[src/rtl/mips_pkg.sv]
`default_nettype none
// mips_pkg: shared port indices, data width and statistics width for the data-memory arbiter.
package mips_pkg;

  localparam int DATA_W  = 32;
  localparam int STATS_W = 16;

  typedef enum logic [0:0] {
    PORT0 = 1'b0,
    PORT1 = 1'b1
  } port_e;

  typedef logic [DATA_W-1:0] word_t;

endpackage
`default_nettype wire

[src/rtl/dmem_arbiter_if.sv]
`default_nettype none
// dmem_arbiter_if: two requester ports plus the single-ported memory bus.
interface dmem_arbiter_if;
  import mips_pkg::*;

  logic  p0_req;
  logic  p0_we;
  word_t p0_addr;
  word_t p0_wdata;
  logic  p0_gnt;
  logic  p0_rvalid;
  word_t p0_rdata;

  logic  p1_req;
  logic  p1_we;
  word_t p1_addr;
  word_t p1_wdata;
  logic  p1_gnt;
  logic  p1_rvalid;
  word_t p1_rdata;

  word_t mem_address;
  word_t mem_write_data;
  logic  mem_write_enable;
  word_t mem_read_data;

  // Arbiter side: sees requests and memory read data, drives grants and memory controls.
  modport slave (
    input  p0_req, p0_we, p0_addr, p0_wdata,
    input  p1_req, p1_we, p1_addr, p1_wdata,
    input  mem_read_data,
    output p0_gnt, p0_rvalid, p0_rdata,
    output p1_gnt, p1_rvalid, p1_rdata,
    output mem_address, mem_write_data, mem_write_enable
  );

  modport master (
    output p0_req, p0_we, p0_addr, p0_wdata,
    output p1_req, p1_we, p1_addr, p1_wdata,
    output mem_read_data,
    input  p0_gnt, p0_rvalid, p0_rdata,
    input  p1_gnt, p1_rvalid, p1_rdata,
    input  mem_address, mem_write_data, mem_write_enable
  );

endinterface
`default_nettype wire

[src/rtl/dmem_arbiter_rr.sv]
`default_nettype none
// rr_arbiter2: two-input round-robin grant with a last-granted register.
module rr_arbiter2 import mips_pkg::*; #(
  parameter bit PORT0_FIRST = 1'b1
) (
  input  wire logic       clock,
  input  wire logic       reset,
  input  wire logic [1:0] req,
  output logic      [1:0] gnt
);

  // Pretending port 1 went last makes port 0 win the first conflict.
  localparam port_e RESET_LAST = PORT0_FIRST ? PORT1 : PORT0;

  port_e last_granted;

  always_comb begin
    gnt = 2'b00;
    if (!reset) begin
      unique case (req)
        2'b01:   gnt = 2'b01;
        2'b10:   gnt = 2'b10;
        2'b11:   gnt = (last_granted == PORT0) ? 2'b10 : 2'b01;
        default: gnt = 2'b00;
      endcase
    end
  end

  always_ff @(posedge clock) begin
    if (reset) begin
      last_granted <= RESET_LAST;
    end else if (gnt[PORT1]) begin
      last_granted <= PORT1;
    end else if (gnt[PORT0]) begin
      last_granted <= PORT0;
    end
  end

endmodule
`default_nettype wire

[src/rtl/dmem_arbiter.sv]
`default_nettype none
// dmem_arbiter: shares one combinational-read memory between two ports, load latency 1.
// Optional DMEM_ARB_STATS_EN adds a saturating conflict_count output.
module dmem_arbiter import mips_pkg::*; #(
  parameter bit PORT0_FIRST = 1'b1
) (
  input  wire logic        clock,
  input  wire logic        reset,
  dmem_arbiter_if.slave    bus
`ifdef DMEM_ARB_STATS_EN
  ,
  output logic [STATS_W-1:0] conflict_count
`endif
);

  logic [1:0] req;
  logic [1:0] gnt;
  logic       load0;
  logic       load1;

  assign req = {bus.p1_req, bus.p0_req};

  rr_arbiter2 #(
    .PORT0_FIRST (PORT0_FIRST)
  ) u_rr_arbiter2 (
    .clock (clock),
    .reset (reset),
    .req   (req),
    .gnt   (gnt)
  );

  assign bus.p0_gnt = gnt[PORT0];
  assign bus.p1_gnt = gnt[PORT1];

  always_comb begin
    bus.mem_address      = '0;
    bus.mem_write_data   = '0;
    bus.mem_write_enable = 1'b0;
    if (gnt[PORT0]) begin
      bus.mem_address      = bus.p0_addr;
      bus.mem_write_data   = bus.p0_wdata;
      bus.mem_write_enable = bus.p0_we;
    end else if (gnt[PORT1]) begin
      bus.mem_address      = bus.p1_addr;
      bus.mem_write_data   = bus.p1_wdata;
      bus.mem_write_enable = bus.p1_we;
    end
  end

  assign load0 = gnt[PORT0] & ~bus.p0_we;
  assign load1 = gnt[PORT1] & ~bus.p1_we;

  // rdata holds its value between loads; only rvalid pulses.
  always_ff @(posedge clock) begin
    if (reset) begin
      bus.p0_rvalid <= 1'b0;
      bus.p1_rvalid <= 1'b0;
      bus.p0_rdata  <= '0;
      bus.p1_rdata  <= '0;
    end else begin
      bus.p0_rvalid <= load0;
      bus.p1_rvalid <= load1;
      if (load0) begin
        bus.p0_rdata <= bus.mem_read_data;
      end
      if (load1) begin
        bus.p1_rdata <= bus.mem_read_data;
      end
    end
  end

`ifdef DMEM_ARB_STATS_EN
  always_ff @(posedge clock) begin
    if (reset) begin
      conflict_count <= '0;
    end else if ((&req) && (conflict_count != '1)) begin
      conflict_count <= conflict_count + 1'b1;
    end
  end
`endif

endmodule
`default_nettype wire

[src/flat_wrapper.sv]
// flat-port wrapper written by rule: the top's interface ports become plain ports
module dmem_arbiter_flat import mips_pkg::*;
#(
  parameter bit PORT0_FIRST = 1'b1
)
  (clock, reset, bus_p0_req, bus_p0_we, bus_p0_addr, bus_p0_wdata, bus_p1_req, bus_p1_we, bus_p1_addr, bus_p1_wdata, bus_mem_read_data, bus_p0_gnt, bus_p0_rvalid, bus_p0_rdata, bus_p1_gnt, bus_p1_rvalid, bus_p1_rdata, bus_mem_address, bus_mem_write_data, bus_mem_write_enable);
  dmem_arbiter_if bus_i ();
  input  wire logic clock;
  input  wire logic reset;
  input wire logic [$bits(bus_i.p0_req)-1:0] bus_p0_req;
  input wire logic [$bits(bus_i.p0_we)-1:0] bus_p0_we;
  input wire logic [$bits(bus_i.p0_addr)-1:0] bus_p0_addr;
  input wire logic [$bits(bus_i.p0_wdata)-1:0] bus_p0_wdata;
  input wire logic [$bits(bus_i.p1_req)-1:0] bus_p1_req;
  input wire logic [$bits(bus_i.p1_we)-1:0] bus_p1_we;
  input wire logic [$bits(bus_i.p1_addr)-1:0] bus_p1_addr;
  input wire logic [$bits(bus_i.p1_wdata)-1:0] bus_p1_wdata;
  input wire logic [$bits(bus_i.mem_read_data)-1:0] bus_mem_read_data;
  output wire logic [$bits(bus_i.p0_gnt)-1:0] bus_p0_gnt;
  output wire logic [$bits(bus_i.p0_rvalid)-1:0] bus_p0_rvalid;
  output wire logic [$bits(bus_i.p0_rdata)-1:0] bus_p0_rdata;
  output wire logic [$bits(bus_i.p1_gnt)-1:0] bus_p1_gnt;
  output wire logic [$bits(bus_i.p1_rvalid)-1:0] bus_p1_rvalid;
  output wire logic [$bits(bus_i.p1_rdata)-1:0] bus_p1_rdata;
  output wire logic [$bits(bus_i.mem_address)-1:0] bus_mem_address;
  output wire logic [$bits(bus_i.mem_write_data)-1:0] bus_mem_write_data;
  output wire logic [$bits(bus_i.mem_write_enable)-1:0] bus_mem_write_enable;
  assign bus_i.p0_req = bus_p0_req;
  assign bus_i.p0_we = bus_p0_we;
  assign bus_i.p0_addr = bus_p0_addr;
  assign bus_i.p0_wdata = bus_p0_wdata;
  assign bus_i.p1_req = bus_p1_req;
  assign bus_i.p1_we = bus_p1_we;
  assign bus_i.p1_addr = bus_p1_addr;
  assign bus_i.p1_wdata = bus_p1_wdata;
  assign bus_i.mem_read_data = bus_mem_read_data;
  assign bus_p0_gnt = bus_i.p0_gnt;
  assign bus_p0_rvalid = bus_i.p0_rvalid;
  assign bus_p0_rdata = bus_i.p0_rdata;
  assign bus_p1_gnt = bus_i.p1_gnt;
  assign bus_p1_rvalid = bus_i.p1_rvalid;
  assign bus_p1_rdata = bus_i.p1_rdata;
  assign bus_mem_address = bus_i.mem_address;
  assign bus_mem_write_data = bus_i.mem_write_data;
  assign bus_mem_write_enable = bus_i.mem_write_enable;
  dmem_arbiter #(.PORT0_FIRST(PORT0_FIRST)) u_core (.clock(clock), .reset(reset), .bus(bus_i));
endmodule
[config.mk]
export PLATFORM = sky130hd
export DESIGN_NAME = dmem_arbiter_flat
export DESIGN_NICKNAME = d
export VERILOG_FILES = /design/src/rtl/mips_pkg.sv /design/src/rtl/dmem_arbiter_if.sv /design/src/rtl/dmem_arbiter_rr.sv /design/src/rtl/dmem_arbiter.sv /design/src/flat_wrapper.sv
export SDC_FILE = /design/constraint.sdc
export NUM_CORES = 1
export LEC_CHECK = 0
export BUFFER_PORTS_ARGS = -buffer_cell sky130_fd_sc_hd__buf_2
export CORE_AREA = 2 2 117 119
export CTS_CLUSTER_SIZE = 30
export DETAILED_ROUTE_END_ITERATION = 10
export DIE_AREA = 0 0 119 121
export PLACE_DENSITY_LB_ADDON = 0.08
export SETUP_SLACK_MARGIN = 0.2
export SYNTH_ARGS = -nofsm -noshare
export SYNTH_HDL_FRONTEND = slang
export SYNTH_SLANG_ARGS = --single-unit
[constraint.sdc]
create_clock -name clock -period 1.5 [get_ports clock]
set_clock_uncertainty 0.1 [all_clocks]
set_input_delay 0.15 -clock clock [delete_from_list [all_inputs] [get_ports clock]]
set_output_delay 0.15 -clock clock [all_outputs]
set_load 0.01 [all_outputs]
==> results.py, run 1 <==
metrics = {
    "outcome": {
        "status": "finished, violations left",
        "violations": "negative setup slack",
    },
    "place": {
        "placed_cell_area_sq_mm": 0.00487,
        "dp_hpwl_mm": 11.0,
        "routabilityCongestion": 0.823,
        "portBuffers": 298,
        "dpl.cell_count": 791,
    },
    "finish": {
        "syn_to_final_growth_pct": 94.7,
        "fin_nets": 847,
        "fillers": 1277,
        "instances_no_fill": 865,
        "drive_above_1_share_pct": 57.1,
        "finalInstanceArea_sq_mm": 0.00621,
    },
    "die": {
        "die_x_um": 119,
        "die_area_sq_mm": 0.0144,
        "num_io_pins": 299,
        "start_util_pct": 24.4,
        "fp.dieH_um": 121,
        "std_cell_rows": 42,
        "design.core.area_sq_mm": 0.0131,
    },
    "yosys": {
        "synth_top_area_share_pct": 42.1,
        "syn_area_sq_mm": 0.00319,
        "synthTopCellsByCount": "dfxtp_1 (67), a22o_1 (65), inv_1 (34)",
        "yosys_warnings": 0,
        "ys_ff_latch": 67,
        "synth_most_common_cell": "dfxtp_1",
        "synthCells": 343,
        "synth_largest_area_cell": "dfxtp_1",
        "syn_nets": 509,
        "synth_cell_type_count": 21,
        "synth_flop_cell": "dfxtp_1",
        "synth_edf_count": 0,
        "syn_area_per_cell_sq_um": 9.29,
        "ys_seq_area_share_pct": 42.1,
        "synthTopCellsByArea": "dfxtp_1 (42%), a22o_1 (18%), mux2i_1 (10%)",
        "async_reset_ff_share_pct": 0,
    },
    "route": {
        "drtPass1Iterations": 4,
        "wl_met2_mm": 8.41,
        "drt-initial-drc-count": 166,
        "wl_mm": 16.9,
        "vias_per_cell": 4.72,
        "wl_per_cell_um": 19.5,
        "drc": 0,
        "met1_length_mm": 7.10,
        "via_count": 4087,
        "dr.max_layer_used": "met5",
        "wl_met3_mm": 1.18,
        "final_antenna_net_count": 0,
    },
    "timing": {
        "finalHoldViolations": 0,
        "final.period_utilization_pct": 124,
        "layout_setup_ws_ns": -0.366,
        "period_minus_slack_ns": 1.87,
        "whs_ns": 0.00775,
        "clock.fmax_mhz": 536,
        "setup_viol": 100,
        "maxSlewHeadroom_pct": 54.9,
        "worstMarginPinSlew_ns": 0.676,
        "rsz0062_at_grt": "yes",
        "drv_slew": 0,
    },
    "grt": {
        "gr-total-overflow": 0,
        "grt_start_max_net_pins": 52,
        "track_usage_pct": 20.8,
        "grt_pass1_vias": 3911,
        "grt_pass1_wl_mm": 22.9,
        "antenna_found_initial": 3,
    },
    "critical_path": {
        "cp.arrival_ns": 1.62,
        "worst_ep_required_time_ns": 1.25,
        "cp-start-kind": "flip-flop",
        "endpoint_kind": "primary output",
        "crit_fanout": 33,
        "worstSetupPathType": "flip-flop to primary output",
    },
    "clock_tree": {
        "cts-htree-levels": 3,
        "tritoncts": "built",
        "clkLatencyLatePin_ns": 0.32,
        "clock-sinks": 67,
        "ctsLongestPathBuffers": 2,
        "clk_pin_slew_ns": 0.06,
        "cts_inserted_buffers": 9,
        "root_buffer": "clkbuf_16",
    },
    "power_and_ir_drop": {
        "ir_drop_mv": 0.484,
        "p_per_area_mw_per_mm2": 880,
        "p_leak_nw": 3.22,
        "power_w": 0.00546,
    },
    "flow_run": {
        "maxCapViolCount": 0,
    },
    "hold_path": {
        "hold_class": "input pin to flip-flop",
    },
}
==> logic make-up (layout without fill, tap and decap cells) <==
logic type / after synthesis / count (layout) / synth area share (%)
AND/OR/NAND/NOR: 41 / 41 / 6.24
buffers and inverters: 73 / 416 / 9.78
flip-flops: 67 / 67 / 42.1
AO/OA/AOI/OAI: 130 / 130 / 31.8
other: 0 / 3 / 0
multiplexers: 32 / 32 / 10.1
==> critical path, stage by stage, from the launching register on <==
cell,delay [ns]
dfxtp_2,0.33
nor2b_2,0.19
nor3_4,0.06
buf_4,0.14
buf_12,0.16
a22o_1,0.27
buf_2,0.16
==> repair_timing <==
| action | in CTS | in global routing |
|---|---|---|
| pin swaps | 1 | 2 |
| endpoints found under the setup margin | 104 | 131 |
| setup buffers | 10 | 4 |
| hold buffers | 25 | 0 |
| gates resized for setup | 22 | 34 |
| gates cloned | 8 | 8 |
| endpoints found under the hold margin | 44 | 0 |
==> stage by stage <==
stage                     setup TNS (ns)  setup slack, ns  utilization [%]
after global placement           -0.0658          -0.0377             37.2
after global routing              -35.70           -0.429             47.4
after CTS                         -22.36           -0.361             44.5
after detailed placement          -0.130          -0.0397             37.2
after floorplan                        0            0.123                -
final                             -29.58           -0.366             47.4
==> state kept, by name (all words and copies together), names as in the netlist <==
name / count
u_core.bus.p1_rdata: 32
u_core.u_rr_arbiter2.last_granted: 1
u_core.bus.p0_rvalid: 1
u_core.bus.p1_rvalid: 1
u_core.bus.p0_rdata: 32
==> report_power, final <==
| group | total (W) | switching (W) | internal (W) |
|---|---|---|---|
| Clock | 0.00229 | 0.000826 | 0.00147 |
| Sequential | 0.00191 | 0.0000447 | 0.00187 |
| Combinational | 0.00126 | 0.000605 | 0.000651 |
==> layout by cell type, fill, tap and decap left out, drive strengths merged, types with 2 or more instances in the layout <==
| cell type | netlist | routed |
|---|---|---|
| a22o | 65 | 65 |
| buf | 16 | 330 |
| bufinv | 0 | 2 |
| clkbuf | 20 | 17 |
| clkinv | 0 | 4 |
| dfxtp | 67 | 67 |
| diode | 0 | 3 |
| dlygate4sd3 | 0 | 25 |
| inv | 37 | 38 |
| mux2i | 32 | 32 |
| nand2 | 32 | 32 |
| nor2b | 2 | 2 |
| nor3 | 2 | 2 |
| o21ai | 33 | 33 |
| o311ai | 32 | 32 |
==> per-layer routing <==
metal	vias up	global-route usage, %
met2	178	34.5
met4	2	4.61
met3	12	6.16
met1	1937	26.6
met5	-	0
li1	1958	-
==> worst paths after layout <==
kind,from,endpoint,slack (ns),cells after the start
worst min-delay path,bus_mem_read_data[1],u_core.bus.p0_rdata[1]$_SDFFE_PP0P_,0.008,3
worst max-delay path,u_core.u_rr_arbiter2.last_granted$_SDFFE_PP1P_,bus_mem_write_enable,-0.37,6
worst max register to register,u_core.u_rr_arbiter2.last_granted$_SDFFE_PP1P_,u_core.bus.p1_rdata[1]$_SDFFE_PP0P_,-0.27,8
worst min register to register,u_core.bus.p1_rdata[31]$_SDFFE_PP0P_,u_core.bus.p1_rdata[31]$_SDFFE_PP0P_,0.35,2
==> layout make-up <==
| type | instances | area [sq um] | area share (%) |
|---|---|---|---|
| timing repair buffer | 363 | 2500 | 40.4 |
| multi-input combinational | 203 | 1670 | 26.9 |
| sequential | 67 | 1340 | 21.6 |
| clock buffer | 9 | 225 | 3.63 |
| tap | 176 | 220 | 3.55 |
| inverter | 37 | 139 | 2.24 |
| clock inverter | 7 | 100 | 1.61 |
| antenna | 3 | 7.51 | 0.121 |
Note: power is estimated with default switching activity, not from simulation.
==> run 2, diff against run 1 <==
--- a/config.mk
+++ b/config.mk
@@ -6,10 +6,11 @@
 export NUM_CORES = 1
 export LEC_CHECK = 0
 export BUFFER_PORTS_ARGS = -buffer_cell sky130_fd_sc_hd__buf_2
-export CORE_AREA = 2 2 117 119
+export CORE_ASPECT_RATIO = 1.75
+export CORE_MARGIN = 2
+export CORE_UTILIZATION = 25
 export CTS_CLUSTER_SIZE = 30
 export DETAILED_ROUTE_END_ITERATION = 10
-export DIE_AREA = 0 0 119 121
 export PLACE_DENSITY_LB_ADDON = 0.08
 export SETUP_SLACK_MARGIN = 0.2
 export SYNTH_ARGS = -nofsm -noshare
==> run 2 against run 1 <==
Against the previous run: the flow still finishes with violations (negative setup slack); clock power fell by 11%; flip-flop and latch count stayed put; combinational power down 5%; first-iteration DRC count fell by 18%; critical path type unchanged.
==> results.py, run 2 (synthesized netlist as in run 1, its figures left out) <==
metrics = {
    "outcome": {
        "status": "finished, violations left",
        "violations": "negative setup slack",
    },
    "die": {
        "die_area_sq_mm": 0.0137,
        "start_util_pct": 25.6,
        "fp.dieH_um": 153,
        "std_cell_rows": 54,
        "design.core.area_sq_mm": 0.0124,
        "die_x_um": 89.3,
        "num_io_pins": 299,
    },
    "timing": {
        "finalHoldViolations": 0,
        "final.period_utilization_pct": 121,
        "period_minus_slack_ns": 1.82,
        "setup_tns_ns": -23.62,
        "drv_slew": 0,
        "rsz0062_at_grt": "yes",
        "layout_setup_ws_ns": -0.318,
        "maxSlewHeadroom_pct": 74.7,
        "setup_viol": 100,
        "worstMarginPinSlew_ns": 0.380,
        "clock.fmax_mhz": 550,
    },
    "critical_path": {
        "endpoint_kind": "primary output",
        "cp-start-kind": "flip-flop",
        "crit_fanout": 5,
        "reg2reg_depth": 8,
        "r2r_setup_slack_ns": -0.17,
        "cp.arrival_ns": 1.57,
        "worst_ep_required_time_ns": 1.25,
        "r2r_end": "u_core.bus.p1_rdata[2]$_SDFFE_PP0P_",
        "worstSetupPathType": "flip-flop to primary output",
        "r2r-start": "u_core.u_rr_arbiter2.last_granted$_SDFFE_PP1P_",
    },
    "route": {
        "wl_per_cell_um": 19.0,
        "vias_per_cell": 4.80,
        "wl_mm": 16.5,
        "drtPass1Iterations": 4,
        "drt-initial-drc-count": 136,
        "via_count": 4164,
        "final_antenna_net_count": 0,
        "drc": 0,
    },
    "power_and_ir_drop": {
        "pwr-share-comb_pct": 23.4,
        "p_per_area_mw_per_mm2": 849,
        "switching_power_w": 0.00138,
        "pwr-share-clk_pct": 39.5,
        "p_leak_nw": 3.16,
        "p_seq_share_pct": 37.1,
        "swShare_pct": 26.9,
        "ir_drop_mv": 0.834,
        "p_int_w": 0.00376,
    },
    "clock_tree": {
        "clk_pin_slew_ns": 0.05,
        "cts_inserted_buffers": 9,
        "cts-htree-levels": 3,
        "clkLatencyLatePin_ns": 0.32,
        "clock-sinks": 67,
        "tritoncts": "built",
        "ctsLongestPathBuffers": 2,
        "root_buffer": "clkbuf_16",
    },
    "finish": {
        "layout_commonest_cell": "buf_2",
        "drive_above_1_share_pct": 56.5,
        "fin_nets": 849,
        "layout_common_cells": "buf_2 (298), dfxtp_1 (66), a22o_1 (65)",
        "syn_to_final_growth_pct": 90.1,
        "top_regs": "u_core.bus.p0_rdata (32), u_core.bus.p1_rdata (32)",
    },
    "place": {
        "place_ws_ns": -0.00947,
        "routabilityCongestion": 0.887,
        "portBuffers": 298,
        "dp_hpwl_mm": 11.9,
    },
    "hold_path": {
        "worstHoldStart": "bus_mem_read_data[0]",
        "holdPathStages": 3,
        "hold_class": "input pin to flip-flop",
        "holdPathEnd": "u_core.bus.p0_rdata[0]$_SDFFE_PP0P_",
    },
    "grt": {
        "gr-total-overflow": 0,
        "grt_start_max_net_pins": 57,
        "grt_pass1_wl_mm": 22.5,
        "grt_pass1_vias": 3972,
        "track_usage_pct": 22.3,
        "antenna_found_initial": 20,
    },
    "flow_run": {
        "maxCapViolCount": 0,
    },
}
[run 2: power groups by stage]
stage,sequential (W),clock [W],combinational (W)
floorplan,0.00199,0,0.000430
CTS,0.00191,0.00209,0.00115
detailed placement,0.00195,0,0.000998
global route,0.00192,0.00217,0.00130
global placement,0.00195,0,0.000992
finish,0.00191,0.00203,0.00120
[run 2: what timing repair did]
item                                    in CTS  in global routing
gates resized for setup                     17                 37
hold buffers                                30                  0
setup buffers                                8                  5
hold endpoints to repair                    53                  0
endpoints found under the setup margin     104                133
pin swaps                                    2                  1
cloned                                       7                  3
[run 2: layout make-up]
class                      instances  area (sq um)
antenna                           12          30.0
clock inverter                     5          53.8
multi-input combinational        203          1680
tap                              168           210
timing repair buffer             365          2370
clock buffer                      11           233
fill                            1302          6370
sequential                        67          1350
inverter                          37           139
[run 2: worst max-delay path, cell delays in order (launching register included)]
cell and delay (ns):
dfxtp_4 0.35, and2_4 0.14, nor3_4 0.14, buf_4 0.17
buf_6 0.13, a22o_1 0.17, buf_2 0.14
[run 2: metrics by stage]
stage	instances	instance area (sq um)	total power [W]	hold slack [ns]	util (%)
6_report	868	6060	0.00514	0.0149	48.7
3_5_place_dp	787	4920	0.00295	0.314	39.6
2_1_floorplan	343	3220	0.00242	0.198	-
4_1_cts	848	5780	0.00515	0.00376	46.5
3_3_place_gp	787	4920	0.00294	0.308	39.6
5_1_grt	862	6040	0.00538	0.0218	48.6
[run 2: how the worst max path moves through the flow]
stage	from	endpoint	slack, ns	cells past startpoint
global route	u_core.u_rr_arbiter2.last_granted$_SDFFE_PP1P_	bus_mem_write_data[10]	-0.41	6
global placement	u_core.u_rr_arbiter2.last_granted$_SDFFE_PP1P_	bus_mem_address[30]	0.01	5
finish	u_core.u_rr_arbiter2.last_granted$_SDFFE_PP1P_	bus_mem_write_data[30]	-0.32	6
CTS	u_core.u_rr_arbiter2.last_granted$_SDFFE_PP1P_	bus_mem_address[30]	-0.33	6
detailed placement	u_core.u_rr_arbiter2.last_granted$_SDFFE_PP1P_	bus_mem_address[30]	-0.009	5
floorplan	u_core.u_rr_arbiter2.last_granted$_SDFFE_PP1P_	u_core.bus.p1_rdata[0]$_SDFFE_PP0P_	0.12	4
[run 2: routing by layer]
metal | track usage [%] | vias up | part of all wire [%]
li1 | - | 1974 | -
met5 | 0 | - | 0.59
met4 | 6.68 | 16 | 1.4
met1 | 21.5 | 1910 | 34
met2 | 38.2 | 232 | 50
met3 | 14.4 | 32 | 14
==> run 3, diff against run 2 <==
--- a/config.mk
+++ b/config.mk
@@ -6,8 +6,6 @@
 export NUM_CORES = 1
 export LEC_CHECK = 0
 export BUFFER_PORTS_ARGS = -buffer_cell sky130_fd_sc_hd__buf_2
-export CORE_ASPECT_RATIO = 1.75
-export CORE_MARGIN = 2
 export CORE_UTILIZATION = 25
 export CTS_CLUSTER_SIZE = 30
 export DETAILED_ROUTE_END_ITERATION = 10
==> run 3 against run 2 <==
Against the previous run: the run still ends with negative setup slack left; design area rose by 0.70%; utilization rose by 1.2 points; first-iteration DRC count rose by 18%; non-clock buffer count rose by 2; combinational power barely moved; setup slack got worse by 0.0062 ns; global-route usage fell by 0.19 points; register-to-register slack got worse by 0.06 ns; clock power rose by 9.9%; flip-flop and latch count did not move; largest cell class unchanged; highest routed layer unchanged.
==> results.py, run 3 (synthesized netlist as in run 1, its figures left out) <==
metrics = {
    "die": {
        "die_area_sq_mm": 0.0132,
        "fp.dieH_um": 115,
        "design.core.area_sq_mm": 0.0122,
        "std_cell_rows": 40,
        "start_util_pct": 26.1,
        "num_io_pins": 299,
        "die_x_um": 115,
    },
    "grt": {
        "grt_pass1_wl_mm": 21.5,
        "grt_start_max_net_pins": 40,
        "gr-total-overflow": 0,
        "grt_pass1_vias": 3766,
        "track_usage_pct": 22.1,
        "antenna_found_initial": 7,
    },
    "route": {
        "wl_mm": 16.0,
        "drc": 0,
        "vias_per_cell": 4.79,
        "wl_per_cell_um": 18.6,
        "drtPass1Iterations": 4,
        "drt-initial-drc-count": 160,
        "final_antenna_net_count": 0,
        "via_count": 4129,
    },
    "finish": {
        "layout_common_cells": "buf_2 (296), dfxtp_1 (66), a22o_1 (64)",
        "top_regs": "u_core.bus.p0_rdata (32), u_core.bus.p1_rdata (32)",
        "finalInstanceArea_sq_mm": 0.00610,
        "fin_nets": 851,
        "drive_above_1_share_pct": 56.5,
        "postLayoutCoreUtil_pct": 49.9,
        "syn_to_final_growth_pct": 91.4,
        "layout_commonest_cell": "buf_2",
    },
    "hold_path": {
        "hold_class": "input pin to flip-flop",
    },
    "timing": {
        "final.period_utilization_pct": 122,
        "worstMarginPinSlew_ns": 0.603,
        "drv_slew": 0,
        "finalHoldViolations": 0,
        "layout_setup_ws_ns": -0.325,
        "maxSlewHeadroom_pct": 59.8,
        "whs_ns": 0.00470,
        "rsz0062_at_grt": "yes",
        "setup_viol": 100,
        "period_minus_slack_ns": 1.82,
        "clock.fmax_mhz": 548,
    },
    "flow_run": {
        "maxCapViolCount": 0,
    },
    "place": {
        "place_ws_ns": -0.0590,
        "dp_hpwl_mm": 11.3,
        "routabilityCongestion": 0.768,
        "portBuffers": 298,
        "placed_cell_area_sq_mm": 0.00499,
    },
    "critical_path": {
        "crit_family": "buffers and inverters",
        "cp-start-kind": "flip-flop",
        "crit_fanout": 18,
        "path_cells": "and2_4 -> nor3_4 -> buf_12 -> buf_4 -> a22o_1 -> buf_2",
        "worst_ep_required_time_ns": 1.25,
        "cp_num_buf_inv": 3,
        "worstSetupPathType": "flip-flop to primary output",
        "cp.arrival_ns": 1.57,
        "endpoint_kind": "primary output",
        "cp_slowest_stage_delay_ns": 0.34,
        "crit_path_top_delay_cell": "dfxtp_2",
    },
    "clock_tree": {
        "clk_pin_slew_ns": 0.06,
        "root_buffer": "clkbuf_16",
        "clkLatencyLatePin_ns": 0.32,
        "ctsLongestPathBuffers": 2,
        "tritoncts": "built",
        "cts-htree-levels": 3,
        "cts_inserted_buffers": 9,
        "clock-sinks": 67,
    },
    "outcome": {
        "violations": "negative setup slack",
        "status": "finished, violations left",
    },
    "power_and_ir_drop": {
        "p_leak_nw": 3.09,
        "ir_drop_mv": 0.526,
        "p_per_area_mw_per_mm2": 878,
    },
}
run 3: worst paths after layout:
check / slack [ns] / endpoint / startpoint / cells past startpoint
max: -0.32 / bus_mem_address[26] / u_core.u_rr_arbiter2.last_granted$_SDFFE_PP1P_ / 6
min: 0.005 / u_core.bus.p0_rdata[21]$_SDFFE_PP0P_ / bus_mem_read_data[21] / 3
max reg2reg: -0.23 / u_core.bus.p1_rdata[23]$_SDFFE_PP0P_ / u_core.u_rr_arbiter2.last_granted$_SDFFE_PP1P_ / 7
min reg2reg: 0.35 / u_core.bus.p1_rdata[22]$_SDFFE_PP0P_ / u_core.bus.p1_rdata[22]$_SDFFE_PP0P_ / 2
run 3: metal layers:
metal	routed length (um)	share of wire [%]	track usage (%)	vias up
met5	23	0.14	0	-
met4	129	0.80	5.37	4
met3	1620	10	8.17	13
met2	7860	49	36.6	205
met1	6400	40	27.2	1944
li1	-	-	-	1963
run 3: layout make-up:
class	instances	area [sq um]
inverters	37	139
multi-input cells	203	1770
fillers	1203	6110
well taps	168	210
diodes	4	10.0
clock buffers	12	267
flip-flops and latches	67	1340
repair buffers	367	2310
clock inverters	4	55.1
run 3: tightest hold or removal path, stage by stage:
cell and delay [ns]:
buf_2 0.08, inv_1 0.05, o21ai_1 0.11
run 3: per-stage QoR:
| stage | power (W) | std cells | setup TNS [ns] |
|---|---|---|---|
| detailed placement | 0.00297 | 798 | -0.359 |
| global route | 0.00559 | 859 | -30.65 |
| finish | 0.00535 | 862 | -24.74 |
| CTS | 0.00535 | 853 | -25.12 |
| global placement | 0.00297 | 798 | -0.0340 |
| floorplan | 0.00242 | 343 | 0 |
run 3: power breakdown:
| group | switching [W] | internal [W] |
|---|---|---|
| sequential | 0.0000508 | 0.00187 |
| combinational | 0.000596 | 0.000615 |
| clock | 0.000792 | 0.00143 |
run 3: what timing repair did:
| action | 4_1_cts | 5_1_grt |
|---|---|---|
| endpoints found under the hold margin | 55 | 0 |
| pin swaps | 0 | 1 |
| cloned | 4 | 3 |
| endpoints found under the setup margin | 108 | 107 |
| setup buffers | 6 | 2 |
| resized for setup | 9 | 38 |
| hold buffers | 29 | 0 |
